--- config.mk ---
export PLATFORM = sky130hd
export DESIGN_NAME = prog_run_ctrl
export DESIGN_NICKNAME = d
export VERILOG_FILES = /design/src/rtl/prog_run_ctrl.sv
export SDC_FILE = /design/constraint.sdc
export NUM_CORES = 1
export LEC_CHECK = 0
export ABC_AREA = 1
export CORE_MARGIN = 4
export CORE_UTILIZATION = 45
export DETAILED_ROUTE_END_ITERATION = 10
export GPL_TIMING_DRIVEN = 0
export PLACE_DENSITY = 0.8
export SETUP_SLACK_MARGIN = 0.5
export SYNTH_ARGS = -nofsm -noshare
export SYNTH_HDL_FRONTEND = slang
export SYNTH_SLANG_ARGS = --single-unit
--- constraint.sdc ---
create_clock -name Clk -period 2.8 [get_ports Clk]
set_input_delay 0.56 -clock Clk [delete_from_list [all_inputs] [get_ports Clk]]
set_output_delay 0.56 -clock Clk [all_outputs]
set_load 0.02 [all_outputs]
--- src/rtl/prog_run_ctrl.sv ---
// Run controller: accepts a run request and selects the program bank.
// It then resets and starts the core, times the run with a watchdog,
// and returns the result through a valid/ready response port.
//
// state   | meaning
// IDLE    | waiting for a request, core held in reset
// RESET   | core_reset asserted for RST_CYCLES
// START   | core_start asserted for START_CYCLES
// RUN     | counting cycles until ack, abort or watchdog
// RESP    | result presented until the host accepts it
module prog_run_ctrl #(
  parameter int PROG_W       = 2,
  parameter int CNT_W        = 16,
  parameter int RST_CYCLES   = 2,
  parameter int START_CYCLES = 1,
  parameter int TIMEOUT      = 4000
) (
  input  logic              Clk,
  input  logic              Reset,
  input  logic              req_valid,
  output logic              req_ready,
  input  logic [PROG_W-1:0] req_prog,
  input  logic              abort,
  output logic              resp_valid,
  input  logic              resp_ready,
  output logic [PROG_W-1:0] resp_prog,
  output logic [CNT_W-1:0]  resp_cycles,
  output logic              resp_timeout,
  output logic              resp_abort,
  output logic [PROG_W-1:0] prog_sel,
  output logic              core_reset,
  output logic              core_start,
  input  logic              core_ack,
  output logic              busy
);

  localparam int PH_MAX = (RST_CYCLES > START_CYCLES) ? RST_CYCLES : START_CYCLES;
  localparam int PH_W   = $clog2(PH_MAX + 1);
  localparam logic [PH_W-1:0]  PH_RST   = PH_W'(RST_CYCLES - 1);
  localparam logic [PH_W-1:0]  PH_START = PH_W'(START_CYCLES - 1);
  localparam logic [CNT_W-1:0] TMO      = CNT_W'(TIMEOUT);

  typedef enum logic [2:0] {
    S_IDLE,
    S_RESET,
    S_START,
    S_RUN,
    S_RESP
  } state_t;

  state_t state, state_nxt;

  logic [PH_W-1:0]   phase;
  logic [CNT_W-1:0]  cnt;
  logic [PROG_W-1:0] prog_q;
  logic [CNT_W-1:0]  cycles_q;
  logic              timeout_q;
  logic              abort_q;

  logic              accept;
  logic              ld_start;
  logic              ph_dec;
  logic              cnt_clr;
  logic              cnt_inc;
  logic              fin;
  logic [CNT_W-1:0]  fin_cycles;
  logic              fin_to;
  logic              fin_ab;

  // State register
  always_ff @(posedge Clk) begin
    if (!Reset) state <= S_IDLE;
    else        state <= state_nxt;
  end

  // Next-state decode and datapath strobes; priority in RUN is abort > ack > timeout
  always_comb begin
    state_nxt  = state;
    accept     = 1'b0;
    ld_start   = 1'b0;
    ph_dec     = 1'b0;
    cnt_clr    = 1'b0;
    cnt_inc    = 1'b0;
    fin        = 1'b0;
    fin_cycles = '0;
    fin_to     = 1'b0;
    fin_ab     = 1'b0;
    case (state)
      S_IDLE: begin
        if (req_valid) begin
          accept    = 1'b1;
          state_nxt = S_RESET;
        end
      end
      S_RESET: begin
        if (abort) begin
          fin       = 1'b1;
          fin_ab    = 1'b1;
          state_nxt = S_RESP;
        end else if (phase == '0) begin
          ld_start  = 1'b1;
          state_nxt = S_START;
        end else begin
          ph_dec = 1'b1;
        end
      end
      S_START: begin
        if (abort) begin
          fin       = 1'b1;
          fin_ab    = 1'b1;
          state_nxt = S_RESP;
        end else if (phase == '0) begin
          cnt_clr   = 1'b1;
          state_nxt = S_RUN;
        end else begin
          ph_dec = 1'b1;
        end
      end
      S_RUN: begin
        if (abort) begin
          fin        = 1'b1;
          fin_ab     = 1'b1;
          fin_cycles = cnt;
          state_nxt  = S_RESP;
        end else if (core_ack) begin
          fin        = 1'b1;
          fin_cycles = cnt;
          state_nxt  = S_RESP;
        end else if (cnt == TMO) begin
          fin        = 1'b1;
          fin_to     = 1'b1;
          fin_cycles = TMO;
          state_nxt  = S_RESP;
        end else begin
          cnt_inc = 1'b1;
        end
      end
      S_RESP: begin
        if (resp_ready) state_nxt = S_IDLE;
      end
      default: state_nxt = S_IDLE;
    endcase
  end

  // Phase down-counter, run counter, program latch and result registers
  always_ff @(posedge Clk) begin
    if (!Reset) begin
      phase     <= '0;
      cnt       <= '0;
      prog_q    <= '0;
      cycles_q  <= '0;
      timeout_q <= 1'b0;
      abort_q   <= 1'b0;
    end else begin
      if (accept) begin
        prog_q <= req_prog;
        phase  <= PH_RST;
      end else if (ld_start) begin
        phase <= PH_START;
      end else if (ph_dec) begin
        phase <= phase - PH_W'(1);
      end
      if (cnt_clr)      cnt <= '0;
      else if (cnt_inc) cnt <= cnt + CNT_W'(1);
      if (fin) begin
        cycles_q  <= fin_cycles;
        timeout_q <= fin_to;
        abort_q   <= fin_ab;
      end
    end
  end

  // The core keeps reset released in RESP so its Ack stays visible to the host
  assign req_ready    = (state == S_IDLE);
  assign busy         = (state != S_IDLE);
  assign core_reset   = (state == S_IDLE) || (state == S_RESET);
  assign core_start   = (state == S_START);
  assign resp_valid   = (state == S_RESP);
  assign prog_sel     = prog_q;
  assign resp_prog    = prog_q;
  assign resp_cycles  = cycles_q;
  assign resp_timeout = timeout_q;
  assign resp_abort   = abort_q;

endmodule

==> metrics.md <==
| Metric | Value |
|---|---|
| Status | `complete, no violations` |
| Seq/Total Area, Yosys | `34.35%` |
| Worst EP required | `2.24 ns` |
| Core area | `5140 sq um` |
| Rows | `26` |
| Hold path start | `phase[1]` |
| Crit-path leading delay family | `buffers and inverters` |
| First-pass GRT wire length | `9.873 mm` |
| F_max | `455.1 MHz` |
| WL final | `around 5.8 mm` |
| Antenna violations before repair | `0` |
| Clock Sinks | `41` |
| FF-to-FF path depth | `10` |
| Worst-skew pair later-pin latency | `0.30 ns` |
| # diodes | `0` |
| Final net count | `between 400 and 500` |
| Sw frac | `40.18%` |
| CTS clk-pin slew, worst paths | `0.08 ns` |
| Antenna viol nets, final | `0` |
| R2r setup slk | `1.13 ns` |
| Pwr dens | `811.3 nW/um^2` |
| GRT Total Usage | `19.15%` |
| Worst Path Max Fanout | `4` |
| Cell leakage power | `1.278 nW` |
| FF-to-FF End | `resp_cycles[4]` |
| Tmin final | `2.197 ns` |
| Syn nets | `~380` |
| Worst path cell trace | `nor2_1, inv_1, nor2_1, clkdlybuf4s50_1` |
| Post-Synthesis Cell Area | `2390 sq um` |
| Hold path depth | `2` |
| Worst Max-Slew Pin Slew | `slightly above 0.4 ns` |
| Root Buffer | `clkbuf_8` |
| Area delta synth->final | `21.78%` |
| Data arrival, critical path | `1.64 ns` |
| Fillers | `520` |
| IO Count | `35` |
| P_int | `roughly 1.4 mW` |
| DIE WIDTH | `80.88 microns` |
| Grt total ovfl | `0` |
| Num CTS Buffers | `5` |
| Dpl hpwl | `4.392 mm` |
| Critical path endpoint category | `primary output` |
| Die area | `approximately 6500 sq um` |
| Iter 0 DRT Violations | `171` |
| Vias in the first global route | `approximately 2,300` |
| Sequential share of power | `33.4%` |
| CP max stage cell | `clkdlybuf4s50_1` |
| Clock power frac | `18.3%` |
| Pins Over Slew Limit | `0` |
| Fraction of layout cells with a size suffix above 1 | `12.86%` |
| Clock Skews | `about 0.011 ns` |
| Synth unique cells | `29` |
| Peak VDD IR | `a little over 700 uV` |
| Die height | `80.88 microns` |
| Clock Tree Buf Depth | `2` |
| GPL Wtd Cong | `0.9137` |
| H-tree levels | `2` |
| Max-Cap Viols | `0` |
| Most frequent cells in the layout | `nand2_1, nor2_1, inv_1` |
| Worst min path class | `reg -> reg` |
| Switching pwr | `around 0.95 mW` |
| Total negative slack | `0 ns` |
| Post-Syn Instances | `371` |
| DRC | `0` |
| Final non-filler cell total | `482` |
| Slew margin rel. | `a little over 70%` |
| Yosys Warn Count | `0` |
| Drt wl/cell | `12.09 microns` |
| Synth Area per Inst | `6.441 sq um` |
| Top cell by count, worst path | `nor2_1` |
| Worst Setup Start Kind | `register` |
| Hold Fails Final Rpt | `0` |
| Pin count of the biggest net entering global routing | `13` |
| RSZ-0062 raised after global routing | `false` |
| WP buf/inv | `2` |
| Via Count | `2,401` |
| Comb power frac | `around 48%` |
| Commonest non-fill, non-tap cell in the layout | `nand2_1` |
| Via density | `4.981` |
| RR Startpoint | `cnt[0]` |
| Slowest cell delay on critical path | `0.62 ns` |
| Post-route clock period utilization | `about four fifths` |
| CP Class | `reg -> out` |
| Post-synthesis register bit count | `41` |
| Final setup vio count | `0` |
| PortBufs | `33` |
| Initial core utilization | `46.49%` |
| Placed insts | `approximately 470` |
| TritonCTS clock tree | `yes` |
| Hold worst-path end | `phase[1]` |
| Pre-antenna DRT Iters | `4` |
[final cells by class]
type | count | area (sq um) | share of cell area (%)
flip-flops and latches | 41 | 820.8 | 28.20
repair buffers | 33 | 331.6 | 11.39
well taps | 70 | 87.58 | 3.009
plain buffers | 12 | 101.3 | 3.482
clock inverters | 1 | 5.005 | 0.1720
clock buffers | 7 | 96.34 | 3.310
multi-input cells | 269 | 1284 | 44.11
inverters | 49 | 183.9 | 6.320
[cell usage after synthesis]
| library cell | instances | area (sq um) |
|---|---|---|
| nand2_1 | 89 | 334.1 |
| nor2_1 | 71 | 266.5 |
| inv_1 | 42 | 157.7 |
| dfxtp_1 | 41 | 820.8 |
| nand3_1 | 35 | 175.2 |
| a21oi_1 | 16 | 80.08 |
| a21oi_2 | 9 | 78.83 |
| nand2_2 | 9 | 56.30 |
| o21ai_0 | 8 | 40.04 |
| inv_2 | 7 | 26.28 |
| xor2_1 | 6 | 52.55 |
| buf_2 | 5 | 25.02 |
| nor2_2 | 5 | 31.28 |
| nand4_1 | 4 | 25.02 |
| nor3_1 | 4 | 20.02 |
| ha_1 | 3 | 37.54 |
| buf_4 | 2 | 15.01 |
| buf_6 | 2 | 22.52 |
| o21ai_1 | 2 | 10.01 |
| xnor2_1 | 2 | 17.52 |
| a31oi_1 | 1 | 6.260 |
| buf_12 | 1 | 20.02 |
| buf_8 | 1 | 15.01 |
| clkbuf_1 | 1 | 3.750 |
| nand2_4 | 1 | 11.26 |
| nand3_2 | 1 | 10.01 |
| nand3_4 | 1 | 17.52 |
| nand3b_1 | 1 | 7.510 |
| or2_2 | 1 | 6.260 |
[kinds of logic after synthesis]
family | Yosys count | synth area share, %
flip-flops | 41 | 34.35
XOR/XNOR | 8 | 2.932
adder cells (fa/ha/maj) | 3 | 1.571
buffers and inverters | 61 | 11.94
AND/OR/NAND/NOR | 222 | 40.21
AO/OA/AOI/OAI | 36 | 9.006
[power by group through the flow]
stage	sequential (mW)	clock (mW)	combinational (mW)
2_1_floorplan	0.918	0	0.606
3_3_place_gp	0.796	0	1.13
3_5_place_dp	0.802	0	1.15
4_1_cts	0.789	0.439	1.15
5_1_grt	0.800	0.466	1.27
6_report	0.789	0.433	1.14
[layer usage]
metal | wire (microns) | vias to the layer above | track usage [%]
met5 | 0 | - | 0
met2 | 2870 | 79 | 33.91
met4 | 31 | 0 | 4.899
met1 | 2539 | 1081 | 23.24
li1 | - | 1237 | -
met3 | 384 | 4 | 4.435
[worst register-to-register path, stage by stage (launching register included)]
cell     delay, ns
dfxtp_1       0.34
inv_1         0.12
ha_1          0.21
nand3_1       0.11
nor2_1        0.14
nand2_2       0.09
nand2_4       0.09
nand3_4       0.13
buf_6         0.18
nor2_1        0.11
nor2_1        0.05
[flip-flops by register name (all words and copies together) (netlist names)]
register,flops
cnt,16
phase,2
prog_sel,2
resp_abort,1
resp_cycles,16
resp_timeout,1
state,3
[per-stage QoR]
| stage | worst slack (ns) | power, mW | utilization [%] | hold WS (ns) | instance area, sq um |
|---|---|---|---|---|---|
| floorplan | 1.256 | 1.524 | - | 0.4401 | 2390 |
| global placement | 0.5837 | 1.926 | 54.63 | 0.4495 | 2808 |
| detailed placement | 0.5934 | 1.954 | 54.63 | 0.4589 | 2808 |
| CTS | 0.5567 | 2.380 | 56.57 | 0.4704 | 2908 |
| global route | 0.5178 | 2.535 | 56.62 | 0.5101 | 2910 |
| finish | 0.6026 | 2.361 | 56.62 | 0.4716 | 2910 |
[worst max path at each step]
| stage | start | cells after the start | to |
|---|---|---|---|
| 2_1_floorplan | core_ack | 8 | cnt[2] |
| 3_3_place_gp | abort | 9 | cnt[2] |
| 3_5_place_dp | abort | 9 | cnt[2] |
| 4_1_cts | state[1] | 4 | core_reset |
| 5_1_grt | state[1] | 4 | resp_valid |
| 6_report | state[1] | 4 | resp_valid |
[timing repair]
action / in CTS / in global routing
setup endpoints to repair: 1 / 1
hold buffers: 0 / 0
buffers inserted: 0 / 0
endpoints found under the hold margin: 0 / 0
gates resized for setup: 1 / 1
No activity file was read; power rests on OpenSTA's default activity.
